<file path="config.mk">
export PLATFORM = sky130hd
export DESIGN_NAME = ds_scoreboard_flat
export DESIGN_NICKNAME = d
export VERILOG_FILES = /design/src/rtl/ds_sb_pkg.sv /design/src/rtl/ds_scoreboard_if.sv /design/src/rtl/ds_fwd_mux.sv /design/src/rtl/ds_scoreboard.sv /design/src/flat_wrapper.sv
export SDC_FILE = /design/constraint.sdc
export NUM_CORES = 1
export LEC_CHECK = 0
export ABC_AREA = 1
export ABC_CLOCK_PERIOD_IN_PS = 4700
export BUFFER_PORTS_ARGS = -buffer_cell sky130_fd_sc_hd__buf_2
export CELL_PAD_IN_SITES_DETAIL_PLACEMENT = 1
export CELL_PAD_IN_SITES_GLOBAL_PLACEMENT = 2
export CORE_MARGIN = 2
export CORE_UTILIZATION = 23
export CTS_CLUSTER_DIAMETER = 100
export DETAILED_ROUTE_END_ITERATION = 8
export PLACE_DENSITY_LB_ADDON = 0.15
export SETUP_SLACK_MARGIN = 0.15
export SLEW_MARGIN = 20
export SYNTH_ARGS = -nofsm -noshare
export SYNTH_HDL_FRONTEND = slang
export SYNTH_SLANG_ARGS = --single-unit
</file>
<file path="constraint.sdc">
create_clock -name clk -period 4.7 [get_ports clk]
set_input_delay 1.41 -clock clk [delete_from_list [all_inputs] [get_ports clk]]
set_output_delay 1.41 -clock clk [all_outputs]
set_load 0.005 [all_outputs]
</file>
<file path="src/rtl/ds_sb_pkg.sv">
// ds_sb_pkg: shared constants and helpers for the decode-stage operand-hazard
// unit (ds_scoreboard and its operand forwarding mux).
//   AW                  register address width (log2 of the register count)
//   STG_EXE/MEM/WB      forwarding stage indices, EXE has the highest priority
//   *_D                 default values for the block parameters
//   cnt_width()         width needed to hold a count of 0..max_val
package ds_sb_pkg;

   localparam int AW         = 5;
   localparam int XLEN_D     = 32;
   localparam int NREG_D     = 32;
   localparam int NSTG_D     = 3;
   localparam int MAX_LONG_D = 4;
   localparam int SCW_D      = 32;

   localparam int STG_EXE = 0;
   localparam int STG_MEM = 1;
   localparam int STG_WB  = 2;

   function automatic int cnt_width(input int max_val);
      return $clog2(max_val + 1);
   endfunction

endpackage

</file>
<file path="src/rtl/ds_scoreboard_if.sv">
// ds_scoreboard_if: bundles the decode, forwarding, long-latency completion
// and status signals of the operand-hazard unit.
//   master : pipeline side, drives decode/forward/completion, reads results
//   slave  : ds_scoreboard side
interface ds_scoreboard_if
   import ds_sb_pkg::*;
#(
   parameter int XLEN     = XLEN_D,
   parameter int NREG     = NREG_D,
   parameter int NSTG     = NSTG_D,
   parameter int MAX_LONG = MAX_LONG_D,
   parameter int SCW      = SCW_D
);
   localparam int CW = cnt_width(MAX_LONG);

   logic                 ds_valid;
   logic [AW-1:0]        ds_raddr1;
   logic [AW-1:0]        ds_raddr2;
   logic                 ds_need_r1;
   logic                 ds_need_r2;
   logic [XLEN-1:0]      rf_rdata1;
   logic [XLEN-1:0]      rf_rdata2;
   logic                 ds_issue;
   logic                 ds_rf_we;
   logic [AW-1:0]        ds_rf_waddr;
   logic                 ds_long_lat;
   logic                 flush;
   logic [NSTG-1:0]      fwd_we;
   logic [NSTG*AW-1:0]   fwd_waddr;
   logic [NSTG*XLEN-1:0] fwd_wdata;
   logic [NSTG-1:0]      fwd_rdy;
   logic                 lat_done;
   logic [AW-1:0]        lat_waddr;
   logic [XLEN-1:0]      rj_value;
   logic [XLEN-1:0]      rkd_value;
   logic                 ds_stall;
   logic [NREG-1:0]      busy_vec;
   logic [CW-1:0]        long_cnt;
   logic [SCW-1:0]       stall_cycles;
   logic                 sb_err;

   modport master (
      output ds_valid, ds_raddr1, ds_raddr2, ds_need_r1, ds_need_r2,
             rf_rdata1, rf_rdata2, ds_issue, ds_rf_we, ds_rf_waddr,
             ds_long_lat, flush, fwd_we, fwd_waddr, fwd_wdata, fwd_rdy,
             lat_done, lat_waddr,
      input  rj_value, rkd_value, ds_stall, busy_vec, long_cnt,
             stall_cycles, sb_err
   );

   modport slave (
      input  ds_valid, ds_raddr1, ds_raddr2, ds_need_r1, ds_need_r2,
             rf_rdata1, rf_rdata2, ds_issue, ds_rf_we, ds_rf_waddr,
             ds_long_lat, flush, fwd_we, fwd_waddr, fwd_wdata, fwd_rdy,
             lat_done, lat_waddr,
      output rj_value, rkd_value, ds_stall, busy_vec, long_cnt,
             stall_cycles, sb_err
   );

endinterface

</file>
<file path="src/rtl/ds_fwd_mux.sv">
// ds_fwd_mux: operand bypass for one source register.
//   addr_i/need_i     source address and whether the instruction uses it
//   rf_rdata_i        register file data (used when no stage hits)
//   fwd_we_i/waddr_i/wdata_i/rdy_i  per-stage forwarding bus
//   value_o           forwarded operand
//   hazard_o          the selected stage's result is not ready yet
module ds_fwd_mux
   import ds_sb_pkg::*;
#(
   parameter int XLEN = XLEN_D,
   parameter int NSTG = NSTG_D
)(
   input  logic [AW-1:0]        addr_i,
   input  logic                 need_i,
   input  logic [XLEN-1:0]      rf_rdata_i,
   input  logic [NSTG-1:0]      fwd_we_i,
   input  logic [NSTG*AW-1:0]   fwd_waddr_i,
   input  logic [NSTG*XLEN-1:0] fwd_wdata_i,
   input  logic [NSTG-1:0]      fwd_rdy_i,
   output logic [XLEN-1:0]      value_o,
   output logic                 hazard_o
);

   logic [XLEN-1:0] value_s;
   logic            hit_s;
   logic            rdy_s;

   // Priority select: scan from the oldest stage to the youngest so the
   // youngest hitting stage is the last one written and therefore wins.
   always_comb begin
      value_s = rf_rdata_i;
      hit_s   = 1'b0;
      rdy_s   = 1'b1;
      for (int i = NSTG - 1; i >= 0; i--) begin
         if (fwd_we_i[i] && (fwd_waddr_i[i*AW +: AW] == addr_i) &&
             (addr_i != {AW{1'b0}})) begin
            value_s = fwd_wdata_i[i*XLEN +: XLEN];
            hit_s   = 1'b1;
            rdy_s   = fwd_rdy_i[i];
         end else begin
            hit_s   = hit_s;
         end
      end
   end

   assign value_o  = value_s;
   assign hazard_o = need_i & hit_s & ~rdy_s;

endmodule

</file>
<file path="src/rtl/ds_scoreboard.sv">
// ds_scoreboard: decode-stage operand hazard unit. Forwards rj/rkd from the
// downstream stages, tracks long-latency destinations in a busy-bit
// scoreboard, and raises a single decode stall.
//   clk, resetn  clock, asynchronous active-low reset
//   sb           ds_scoreboard_if.slave: decode request, forwarding bus,
//                long-latency completion, forwarded operands, stall, status
module ds_scoreboard
   import ds_sb_pkg::*;
#(
   parameter int XLEN     = XLEN_D,
   parameter int NREG     = NREG_D,
   parameter int NSTG     = NSTG_D,
   parameter int MAX_LONG = MAX_LONG_D,
   parameter int SCW      = SCW_D
)(
   input  logic           clk,
   input  logic           resetn,
   ds_scoreboard_if.slave sb
);

   localparam int            CW      = cnt_width(MAX_LONG);
   localparam logic [CW-1:0] CNT_MAX = CW'(MAX_LONG);

   logic [NREG-1:0] busy_q, busy_d, set_mask_s, clr_mask_s;
   logic [CW-1:0]   long_cnt_q, long_cnt_d;
   logic [SCW-1:0]  stall_cycles_q, stall_cycles_d;
   logic            sb_err_q, sb_err_d;
   logic            haz1_s, haz2_s, raw1_s, raw2_s, wbusy_s, cap_s;
   logic            stall_s, set_s, inc_s, dec_s, underflow_s;

   ds_fwd_mux #(.XLEN(XLEN), .NSTG(NSTG)) u_fwd_rj (
      .addr_i(sb.ds_raddr1), .need_i(sb.ds_need_r1), .rf_rdata_i(sb.rf_rdata1),
      .fwd_we_i(sb.fwd_we), .fwd_waddr_i(sb.fwd_waddr),
      .fwd_wdata_i(sb.fwd_wdata), .fwd_rdy_i(sb.fwd_rdy),
      .value_o(sb.rj_value), .hazard_o(haz1_s)
   );

   ds_fwd_mux #(.XLEN(XLEN), .NSTG(NSTG)) u_fwd_rkd (
      .addr_i(sb.ds_raddr2), .need_i(sb.ds_need_r2), .rf_rdata_i(sb.rf_rdata2),
      .fwd_we_i(sb.fwd_we), .fwd_waddr_i(sb.fwd_waddr),
      .fwd_wdata_i(sb.fwd_wdata), .fwd_rdy_i(sb.fwd_rdy),
      .value_o(sb.rkd_value), .hazard_o(haz2_s)
   );

   // A busy source is fine in the cycle its long op completes: the result
   // is on a forwarding stage at that moment.
   assign raw1_s = sb.ds_need_r1 & busy_q[sb.ds_raddr1] &
                   (sb.ds_raddr1 != {AW{1'b0}}) &
                   ~(sb.lat_done & (sb.lat_waddr == sb.ds_raddr1));
   assign raw2_s = sb.ds_need_r2 & busy_q[sb.ds_raddr2] &
                   (sb.ds_raddr2 != {AW{1'b0}}) &
                   ~(sb.lat_done & (sb.lat_waddr == sb.ds_raddr2));
   // Writing a busy destination stalls both long (WAW) and short ops (a later
   // long completion would otherwise overwrite the short result).
   assign wbusy_s = sb.ds_rf_we & busy_q[sb.ds_rf_waddr];
   assign cap_s   = sb.ds_long_lat & (long_cnt_q == CNT_MAX);
   assign stall_s = sb.ds_valid &
                    (haz1_s | haz2_s | raw1_s | raw2_s | wbusy_s | cap_s);

   assign set_s = sb.ds_issue & ~sb.flush & ~stall_s & sb.ds_long_lat &
                  sb.ds_rf_we & (sb.ds_rf_waddr != {AW{1'b0}});
   assign inc_s = sb.ds_issue & sb.ds_long_lat;
   assign dec_s = sb.lat_done;
   assign underflow_s = dec_s & ~inc_s & (long_cnt_q == {CW{1'b0}});

   assign clr_mask_s = {{(NREG-1){1'b0}}, dec_s} << sb.lat_waddr;
   assign set_mask_s = {{(NREG-1){1'b0}}, set_s} << sb.ds_rf_waddr;
   assign busy_d     = (busy_q & ~clr_mask_s) | set_mask_s;

   // Next-state for the in-flight counter, error flag and stall counter.
   always_comb begin
      long_cnt_d = long_cnt_q;
      case ({inc_s, dec_s})
         2'b10:   long_cnt_d = (long_cnt_q == CNT_MAX) ? long_cnt_q
                                                       : long_cnt_q + 1'b1;
         2'b01:   long_cnt_d = underflow_s ? long_cnt_q : long_cnt_q - 1'b1;
         default: long_cnt_d = long_cnt_q;
      endcase
      sb_err_d = sb_err_q | underflow_s |
                 (dec_s & ~busy_q[sb.lat_waddr] & (sb.lat_waddr != {AW{1'b0}}));
      if (stall_s && !(&stall_cycles_q)) begin
         stall_cycles_d = stall_cycles_q + 1'b1;
      end else begin
         stall_cycles_d = stall_cycles_q;
      end
   end

   // State registers, cleared asynchronously by resetn.
   always_ff @(posedge clk or negedge resetn) begin
      if (!resetn) begin
         busy_q         <= {NREG{1'b0}};
         long_cnt_q     <= {CW{1'b0}};
         stall_cycles_q <= {SCW{1'b0}};
         sb_err_q       <= 1'b0;
      end else begin
         busy_q         <= busy_d;
         long_cnt_q     <= long_cnt_d;
         stall_cycles_q <= stall_cycles_d;
         sb_err_q       <= sb_err_d;
      end
   end

   assign sb.ds_stall     = stall_s;
   assign sb.busy_vec     = busy_q;
   assign sb.long_cnt     = long_cnt_q;
   assign sb.stall_cycles = stall_cycles_q;
   assign sb.sb_err       = sb_err_q;

endmodule
</file>
<file path="src/flat_wrapper.sv">
// flat-port wrapper written by rule: the top's interface ports become plain ports
module ds_scoreboard_flat import ds_sb_pkg::*;
#(
   parameter int XLEN     = XLEN_D,
   parameter int NREG     = NREG_D,
   parameter int NSTG     = NSTG_D,
   parameter int MAX_LONG = MAX_LONG_D,
   parameter int SCW      = SCW_D
)
  (clk, resetn, sb_ds_valid, sb_ds_raddr1, sb_ds_raddr2, sb_ds_need_r1, sb_ds_need_r2, sb_rf_rdata1, sb_rf_rdata2, sb_ds_issue, sb_ds_rf_we, sb_ds_rf_waddr, sb_ds_long_lat, sb_flush, sb_fwd_we, sb_fwd_waddr, sb_fwd_wdata, sb_fwd_rdy, sb_lat_done, sb_lat_waddr, sb_rj_value, sb_rkd_value, sb_ds_stall, sb_busy_vec, sb_long_cnt, sb_stall_cycles, sb_sb_err);
  ds_scoreboard_if #(.XLEN(XLEN), .NREG(NREG), .NSTG(NSTG), .MAX_LONG(MAX_LONG), .SCW(SCW)) sb_i ();
  input  logic clk;
  input  logic resetn;
  input wire logic [$bits(sb_i.ds_valid)-1:0] sb_ds_valid;
  input wire logic [$bits(sb_i.ds_raddr1)-1:0] sb_ds_raddr1;
  input wire logic [$bits(sb_i.ds_raddr2)-1:0] sb_ds_raddr2;
  input wire logic [$bits(sb_i.ds_need_r1)-1:0] sb_ds_need_r1;
  input wire logic [$bits(sb_i.ds_need_r2)-1:0] sb_ds_need_r2;
  input wire logic [$bits(sb_i.rf_rdata1)-1:0] sb_rf_rdata1;
  input wire logic [$bits(sb_i.rf_rdata2)-1:0] sb_rf_rdata2;
  input wire logic [$bits(sb_i.ds_issue)-1:0] sb_ds_issue;
  input wire logic [$bits(sb_i.ds_rf_we)-1:0] sb_ds_rf_we;
  input wire logic [$bits(sb_i.ds_rf_waddr)-1:0] sb_ds_rf_waddr;
  input wire logic [$bits(sb_i.ds_long_lat)-1:0] sb_ds_long_lat;
  input wire logic [$bits(sb_i.flush)-1:0] sb_flush;
  input wire logic [$bits(sb_i.fwd_we)-1:0] sb_fwd_we;
  input wire logic [$bits(sb_i.fwd_waddr)-1:0] sb_fwd_waddr;
  input wire logic [$bits(sb_i.fwd_wdata)-1:0] sb_fwd_wdata;
  input wire logic [$bits(sb_i.fwd_rdy)-1:0] sb_fwd_rdy;
  input wire logic [$bits(sb_i.lat_done)-1:0] sb_lat_done;
  input wire logic [$bits(sb_i.lat_waddr)-1:0] sb_lat_waddr;
  output wire logic [$bits(sb_i.rj_value)-1:0] sb_rj_value;
  output wire logic [$bits(sb_i.rkd_value)-1:0] sb_rkd_value;
  output wire logic [$bits(sb_i.ds_stall)-1:0] sb_ds_stall;
  output wire logic [$bits(sb_i.busy_vec)-1:0] sb_busy_vec;
  output wire logic [$bits(sb_i.long_cnt)-1:0] sb_long_cnt;
  output wire logic [$bits(sb_i.stall_cycles)-1:0] sb_stall_cycles;
  output wire logic [$bits(sb_i.sb_err)-1:0] sb_sb_err;
  assign sb_i.ds_valid = sb_ds_valid;
  assign sb_i.ds_raddr1 = sb_ds_raddr1;
  assign sb_i.ds_raddr2 = sb_ds_raddr2;
  assign sb_i.ds_need_r1 = sb_ds_need_r1;
  assign sb_i.ds_need_r2 = sb_ds_need_r2;
  assign sb_i.rf_rdata1 = sb_rf_rdata1;
  assign sb_i.rf_rdata2 = sb_rf_rdata2;
  assign sb_i.ds_issue = sb_ds_issue;
  assign sb_i.ds_rf_we = sb_ds_rf_we;
  assign sb_i.ds_rf_waddr = sb_ds_rf_waddr;
  assign sb_i.ds_long_lat = sb_ds_long_lat;
  assign sb_i.flush = sb_flush;
  assign sb_i.fwd_we = sb_fwd_we;
  assign sb_i.fwd_waddr = sb_fwd_waddr;
  assign sb_i.fwd_wdata = sb_fwd_wdata;
  assign sb_i.fwd_rdy = sb_fwd_rdy;
  assign sb_i.lat_done = sb_lat_done;
  assign sb_i.lat_waddr = sb_lat_waddr;
  assign sb_rj_value = sb_i.rj_value;
  assign sb_rkd_value = sb_i.rkd_value;
  assign sb_ds_stall = sb_i.ds_stall;
  assign sb_busy_vec = sb_i.busy_vec;
  assign sb_long_cnt = sb_i.long_cnt;
  assign sb_stall_cycles = sb_i.stall_cycles;
  assign sb_sb_err = sb_i.sb_err;
  ds_scoreboard #(.XLEN(XLEN), .NREG(NREG), .NSTG(NSTG), .MAX_LONG(MAX_LONG), .SCW(SCW)) u_core (.clk(clk), .resetn(resetn), .sb(sb_i));
endmodule
</file>
### Word-level counts from Yosys, hierarchy flattened

Cells that the tools add are included.

| storage, ports and cells | value |
|---|---|
| register bits | 68 |
| input port bits | 211 |
| output and inout port bits | 133 |
| word-level logic and storage cells | 120 |

| operators by class | value |
|---|---|
| add/subtract/negate cells | 3 |
| magnitude comparators | 4 |
| equality and inequality tests | 13 |
| shifts and indexed selects | 2 |
| multiplexer cells | 29 |
| bitwise gates (word level) | 43 |
| reductions and logical operators | 22 |

Operators with widths:

| operator | number |
|---|---|
| 2-to-1 mux 32 bit | 6 |
| left shift 1 x 5 -> 32 bit | 2 |
| equality test 5 bit | 8 |
| adder 32 x 1 -> 32 bit (second input constant) | 1 |
| bitwise AND 32 bit | 1 |
| inverter 32 bit | 1 |
| bitwise OR 32 bit | 1 |
| AND reduction 32 bit | 1 |
| bitwise AND 1 bit | 25 |
| < comparator 5 x 6 -> 1 bit (second input constant) | 4 |
| binary-select mux 1 bit (select 5 bit) | 4 |
| nonzero test 5 bit | 4 |
| 2-to-1 mux 1 bit | 16 |
| logical AND 1 bit | 13 |
| inverter 1 bit | 8 |
| bitwise OR 1 bit | 7 |
| 2-to-1 mux 3 bit | 2 |
| one-hot mux 3 bit (2 select lines) | 1 |
| inequality test 2 bit (second input constant) | 2 |
| adder 3 x 1 -> 3 bit (second input constant) | 1 |
| equality test 3 bit (second input constant) | 1 |
| zero test 3 bit | 1 |
| AND reduction 3 bit | 1 |
| subtractor 3 x 1 -> 3 bit (second input constant) | 1 |
| 4 further kinds | 4 |

### Depth between registers and ports, before layout

Gate-level depths: netlist (run 1).

| logic depth | value |
|---|---|
| depth in word-level cells | 21 |
| depth in mapped cells | 23 |

### Cells and area by module

From an unflattened synthesis (run 1), not the netlist that was laid out.

| second synthesis, totals | value |
|---|---|
| cell total of the unflattened synthesis | 1646 |
| area, all modules | 9487.8 um^2 |

Modules (own cells, without submodules):

| module | times used | cells an instance | area an instance (um^2) | sequential area each (um^2) |
|---|---|---|---|---|
| ds_scoreboard | 1 | 782 | 5163.7 | 1701.6 |
| ds_fwd_mux | 2 | 432 | 2162.1 | 0.0 |

### Worst setup path before layout (run 1)

No wires, ideal clock.

| path | value |
|---|---|
| path type | input to output |
| start point | in sb_ds_raddr2[2] |
| end point | out sb_rkd_value[21] |
| data arrival time | 2.825 ns |
| data required time | 3.290 ns |
| path slack | 0.465 ns |
| stages | 10 |
| path through | buf_4 inv_4 nand2_1 a21oi_1 nand3_1 nor2_1 clkbuf_1 buf_1 o211ai_1 a31oi_1 |

| on the way | value |
|---|---|
| cells in the longest elaborated chain, start to end | 6 |

RTL lines:

| item | line | text |
|---|---|---|
| start, declared | flat_wrapper.sv:16 | `input wire logic [$bits(sb_i.ds_raddr2)-1:0] sb_ds_raddr2;` |
| equality test 5 bit | ds_fwd_mux.sv:35 | `if (fwd_we_i[i] && (fwd_waddr_i[i*AW +: AW] == addr_i) &&` |
| logical AND 1 bit (2 in a row) | ds_fwd_mux.sv:35 |  |
| 2-to-1 mux 32 bit (2 in a row) | ds_fwd_mux.sv:35 |  |
| 2-to-1 mux 32 bit (*) | ds_fwd_mux.sv:35 |  |
| end, declared | flat_wrapper.sv:33 | `output wire logic [$bits(sb_i.rkd_value)-1:0] sb_rkd_value;` |

Mark *: on every way between the ends. The rest lies on a longest branch, timed or not.

### Worst setup path after layout (run 1)

| path | value |
|---|---|
| start point | in sb_ds_raddr2[4] |
| end point | out sb_rkd_value[0] |

Same word-level chain as after synthesis.

==> key figures, run 1 <==
Drt
  – Final wirelength: 42100 µm
  – Drt wl/cell: 20.1 µm
  – Vias: 10500
  – DRT iter0 DRCs: 662
  – DRT Pass-1 Iters: 5
  – # DRC: 0
  – Via-to-Cell Ratio: 5.00
  – ANT nets after route: 0

Placed design
  – Final RePlAce weighted congestion: 0.925
  – Hpwl dp: 32800 µm
  – Port Buf Inserts: 343

Logic synthesis
  – Post-Syn Instances: 1318
  – Top cell type's share of synthesized area: 22.3%
  – Post-Syn Area per Cell: 5.78 µm²
  – Post-synth EDFFs: 0
  – Cell taking the most area after synthesis: dfrtp_1
  – Synth warnings: 0
  – Synthesized Nets: 1531
  – FFs w/ async S/R, synth: 100%
  – FF+latch count, synth: 68
  – Cell Area, Synth: 7620 µm²
  – Seq/Total Area, Yosys: 22.3%
  – Netlist cell types: 43
  – Most common flop cell mapped by yosys: dfrtp_1
  – Synth top area cells: dfrtp_1 (22%), nand2_1 (21%), o211ai_1 (7.6%)

Global route
  – Met3 Use GR: 3.17%
  – First-pass GRT wire length: 61100 µm
  – Busiest grt layer: met2
  – Grt ovf: 0
  – Initial antenna violation count: 5
  – Met1 usage: 31.3%
  – Largest net degree at the start of global routing: 69
  – Tot GR Track Use: 22.9%
  – Vias in the first global route: 10500
  – Grt met2 use: 37.5%

Floorplan
  – Cell row count: 66
  – Die Width: 186 µm
  – Die ar.: 34600 µm²
  – Core area: 32600 µm²
  – Initial core utilization: 23.4%
  – Die Y: 186 µm
  – I/O pin count: 344

STA
  – Final Critical Period: 4500 ps
  – Pins over their slew limit: 0
  – Sum Neg Setup Slack: 0 ps
  – Skew final: 4.93 ps
  – Slew margin rel.: 38.2%
  – Period utilization: 95.7%
  – Max Freq: 222 MHz
  – Slew @ Worst Pin: 926 ps
  – Setup violators final: 0
  – Final Hold Vio Count: 0
  – Worst hold slack: 467 ps
  – Unrepaired setup endpoints after global routing: true

Pwr
  – Power per cell area: 231 nW/µm²
  – VDD IR max: 0.000179 V
  – P_leak: 5.26 nW

Final layout
  – Layout fillers: 4341
  – Fin nets: 1858
  – Area grow syn2layout: 39.8%
  – Fraction of final layout cells sized beyond drive strength 1: 27.9%

Critical path
  – Worst path required time: 3290 ps
  – Worst reg2reg path endpoint: u_core.sb.stall_cycles[27]
  – CP Launch Point: sb_ds_raddr2[4]
  – Cells along the critical path: clkbuf_4 -> inv_1 -> nand4_2 -> nand3b_1 -> nor2_4 -> buf_12 -> buf_16 -> nand2_1 -> o211ai_1 -> a31oi_1 -> buf_2
  – Arrival time worst endpoint: 3090 ps
  – Worst-path fanout max: 13
  – Worst r2r path cells: 11
  – CP Class: in -> out
  – Slowest cell on crit path: a31oi_1
  – Slowest stage delay, CP: 290 ps
  – R2R Setup Slk: 2210 ps
  – Crit. End Element: output pin
  – CP endpoint: sb_rkd_value[0]
  – FF-to-FF Start: u_core.sb.stall_cycles[5]
  – Critical Path Source Type: primary input

Outcome
  – Status: completed

CTS
  – Clock network latency to the later pin of the worst-skew pair: 340 ps
  – Max Root-Sink Buffers: 2
  – CTS HTree Levels: 3
  – Clk sinks: 68
  – Clock-pin slew on the worst setup and hold paths: 60 ps
  – CTS tree: yes
  – Total CTS buffers: 9
  – Root Buffer: clkbuf_16

Min path
  – Hold Crit Class: reg -> reg

Run
  – Max-cap violations: 0
-- state kept, by name, summed over array words and instances (netlist names) --
register,flops
u_core.sb.stall_cycles,32
u_core.sb.sb_err,1
u_core.sb.long_cnt,3
u_core.sb.busy_vec,32
-- where the power goes --
group          switching [mW]  internal, mW
sequential              0.106         0.659
clock                   0.278         0.533
combinational           0.530         0.355
total                   0.914          1.55
-- worst max-delay path: cells and delay by family --
family / cells / cell delay [ps]
buf+inv: 5 / 750
simple gates: 4 / 470
compound gates: 2 / 440
-- cells in the final DEF (no fill, tap or decap), types with 29 or more instances in the layout --
master and n:
a31oi_1 65, nand2_1 416, a21oi_1 29, o211ai_1 77
o21ai_0 66, nand3_1 106, buf_4 32, inv_1 125
buf_2 335, nor2_1 128, dfrtp_1 68
-- synth_stat cells, drive strengths merged, types with 3 or more instances --
cell	instances
nand2	423
nor2	144
inv	142
nand3	107
o21ai	80
o211ai	77
dfrtp	68
a31oi	65
clkbuf	39
buf	38
a21oi	31
nor3	22
xor2	21
xnor2	11
nand4	10
o22ai	9
nand3b	6
nor4	5
a22oi	4
clkinv	4
o221ai	3
or2	3
-- area by class of cell --
type,count,area (µm²),share of cell area (%)
antenna,4,10.0,0.0940
clock buffer,10,239,2.24
tap,442,553,5.19
clock inverter,6,111,1.05
inverter,146,569,5.34
timing repair buffer,393,2380,22.4
multi-input combinational,1027,5080,47.7
sequential,68,1700,16.0
-- how the worst min path moves through the flow --
stage / start / to / slack (ps) / cells after the start
after floorplan: u_core.sb.sb_err / u_core.sb.sb_err / 460 / 2
after global placement: u_core.sb.sb_err / u_core.sb.sb_err / 460 / 2
after detailed placement: u_core.sb.sb_err / u_core.sb.sb_err / 460 / 2
after CTS: u_core.sb.sb_err / u_core.sb.sb_err / 480 / 2
after global routing: u_core.sb.sb_err / u_core.sb.sb_err / 520 / 2
final: u_core.sb.sb_err / u_core.sb.sb_err / 470 / 2
-- logic make-up (layout without fill, tap and decap cells) --
| kind of cell | count (synthesis) | in the layout | share of synthesized area (%) |
|---|---|---|---|
| simple gates | 721 | 721 | 39.3 |
| flops | 68 | 68 | 22.3 |
| buf+inv | 223 | 555 | 12.1 |
| compound gates | 272 | 272 | 22.2 |
| other cells | 0 | 4 | 0 |
| fa+ha+maj | 2 | 2 | 0.427 |
| xor+xnor | 32 | 32 | 3.68 |
-- repair_timing --
action | CTS | global route
gates resized for setup | 2 | 39
endpoints found under the setup margin | 2 | 31
hold buffers | 0 | 0
pin swaps | 0 | 10
cloned | 0 | 5
buffers inserted | 0 | 4
-- metrics by stage --
step / instances / utilization (%) / setup WS [ps] / cell area, µm² / total power, mW
floorplan: 1318 / - / 465 / 7620 / 1.19
global placement: 2067 / 30.5 / 118 / 9960 / 1.63
detailed placement: 2067 / 30.5 / 131 / 9960 / 1.64
CTS: 2083 / 31.6 / 171 / 10300 / 2.46
global route: 2095 / 32.6 / 142 / 10600 / 2.62
finish: 2096 / 32.7 / 202 / 10700 / 2.46
-- metal layers --
layer,vias to the layer above,wire length (µm)
met5,-,15
met4,2,992
met3,65,2030
met2,296,19800
met1,5077,19300
li1,5033,-
(Power assumes the default switching activity.)
==> run 2, diff against run 1 <==
--- a/config.mk
+++ b/config.mk
@@ -14,7 +14,9 @@
 export CORE_UTILIZATION = 23
 export CTS_CLUSTER_DIAMETER = 100
 export DETAILED_ROUTE_END_ITERATION = 8
+export MAX_ROUTING_LAYER = met4
 export PLACE_DENSITY_LB_ADDON = 0.15
+export REMOVE_ABC_BUFFERS = 1
 export SETUP_SLACK_MARGIN = 0.15
 export SLEW_MARGIN = 20
 export SYNTH_ARGS = -nofsm -noshare
==> run 2 against run 1 <==
- clock skew up 3.8 ps
- die area unchanged
- global-route usage up 1.8 points
- worst hold slack better by 13 ps
- count of clock-buffer cells in the layout up 2
- non-clock buffer count down 2
- via count down 1.4%
- fmax up 1.5%
- critical path type unchanged
- highest routed layer is now met4
==> key figures, run 2 (synthesized netlist as in run 1, its figures left out) <==
Pwr
  – P_leak: 5.20 nW
  – VDD IR max: 0.000196 V
  – Overall Power: 2.34 mW
  – Power per cell area: 223 nW/µm²

Floorplan
  – Die Width: 186 µm
  – Die Y: 186 µm
  – Die ar.: 34600 µm²
  – Core area: 32600 µm²
  – Initial core utilization: 23.4%
  – Cell row count: 66
  – I/O pin count: 344

Critical path
  – Worst-path fanout max: 13
  – Crit. End Element: output pin
  – Worst path required time: 3290 ps
  – Critical Path Source Type: primary input
  – Arrival time worst endpoint: 3020 ps
  – CP Class: in -> out

Run
  – Max-cap violations: 0

STA
  – Final Critical Period: 4430 ps
  – Worst hold slack: 479 ps
  – Setup violators final: 0
  – Unrepaired setup endpoints after global routing: false
  – Skew final: 8.73 ps
  – Final Hold Vio Count: 0
  – Max Freq: 226 MHz
  – Pins over their slew limit: 0
  – Slew @ Worst Pin: 885 ps
  – Slew margin rel.: 41.0%
  – Period utilization: 94.3%

Final layout
  – Design Area, Final: 10500 µm²
  – Multi-input gate area in the final layout: 5050 µm²
  – Area occupied by registers: 1700 µm²
  – Area grow syn2layout: 37.6%
  – Fin nets: 1856
  – Layout fillers: 4420
  – Most common cell after layout, fill and taps aside: nand2_1
  – Most frequent cells in the layout: nand2_1 (414), buf_2 (336), nor2_1 (132)
  – Fraction of final layout cells sized beyond drive strength 1: 27.3%

Global route
  – Vias in the first global route: 10400
  – First-pass GRT wire length: 62900 µm
  – Met1 usage: 30.4%
  – Met3 Use GR: 4.17%
  – Largest net degree at the start of global routing: 59
  – Initial antenna violation count: 8
  – Grt ovf: 0
  – Grt met2 use: 41.7%
  – Tot GR Track Use: 24.7%
  – Busiest grt layer: met2

CTS
  – Clock-pin slew on the worst setup and hold paths: 60 ps
  – CTS HTree Levels: 3
  – Max Root-Sink Buffers: 2
  – Clock network latency to the later pin of the worst-skew pair: 340 ps
  – Hold Buf Count CTS: 0
  – Root Buffer: clkbuf_16
  – CTS tree: yes
  – Total CTS buffers: 9
  – Clk sinks: 68

Drt
  – # DRC: 0
  – DRT Pass-1 Iters: 5
  – Final wirelength: 43500 µm
  – Drt wl/cell: 20.7 µm
  – DRT iter0 DRCs: 495
  – Via-to-Cell Ratio: 4.92
  – ANT nets after route: 0
  – Vias: 10300

Placed design
  – Port Buf Inserts: 343
  – Final RePlAce weighted congestion: 0.922
  – Cell Area, Placed: 9960 µm²
  – Hpwl dp: 34800 µm

Min path
  – Hold Crit Class: reg -> reg

Outcome
  – Status: completed
run 2: changes by cell type in the layout (fill, tap and decap cells not counted), moves of 3 or more:
cell | before | now
buf_4 | 32 | 37
buf_6 | 5 | 1
diode_2 | 4 | 8
inv_2 | 11 | 7
nand2_2 | 4 | 7
nor2_1 | 128 | 132
nor2_2 | 11 | 7
run 2: per-layer routing:
| layer | share of wire (%) | routed length [µm] |
|---|---|---|
| met1 | 43 | 18900 |
| met2 | 48 | 20900 |
| met3 | 6.0 | 2600 |
| met4 | 2.4 | 1040 |
| met5 | 0 | 0 |
run 2: metrics by stage:
step / TNS (ps) / std cells / utilization [%] / worst slack, ps
6_report: 0 / 2098 / 32.1 / 269
5_1_grt: 0 / 2097 / 32.1 / 82.2
4_1_cts: 0 / 2082 / 31.5 / 112
3_5_place_dp: 0 / 2066 / 30.5 / 114
3_3_place_gp: 0 / 2066 / 30.5 / 137
2_1_floorplan: -65940 / 1241 / - / -1110
run 2: layout make-up:
type | instances | share of cell area [%]
Sequential cell | 68 | 16.2
Clock buffer | 12 | 2.35
Antenna cell | 8 | 0.191
Tap cell | 442 | 5.27
Timing Repair Buffer | 391 | 21.8
Clock inverter | 4 | 0.465
Inverter | 146 | 5.54
Multi-Input combinational cell | 1027 | 48.2
run 2: final timing paths:
kind / start / endpoint / slack (ps) / cells past startpoint
worst min-delay path: u_core.sb.sb_err / u_core.sb.sb_err / 480 / 2
worst min register to register: u_core.sb.sb_err / u_core.sb.sb_err / 480 / 2
max in group asynchronous: resetn / u_core.sb.stall_cycles[21] / 2690 / 2
worst max-delay path: sb_ds_raddr1[1] / sb_ds_stall / 270 / 15
min in group asynchronous: resetn / u_core.sb.busy_vec[13] / 1190 / 1
worst max register to register: u_core.sb.stall_cycles[5] / u_core.sb.stall_cycles[26] / 2070 / 11
run 2: repair_timing:
action / in CTS / in global routing
cloned: 0 / 3
pin swaps: 0 / 5
setup endpoints to repair: 2 / 54
gates resized for setup: 1 / 33
setup buffers: 0 / 5
run 2: where the power goes:
group | internal, mW | switching (mW)
clock | 0.425 | 0.271
sequential | 0.659 | 0.0989
combinational | 0.350 | 0.534
total | 1.43 | 0.904
run 2: critical path, stage by stage:
cell and delay (ps):
clkbuf_4 190, inv_6 90, nand2_1 70, o211ai_1 110
nor2_2 180, nand3_1 110, nand2_1 120, inv_1 50
nand2_1 80, nand2_1 60, nor2_2 160, nand3_2 110
nand2_4 90, inv_2 60, buf_2 120
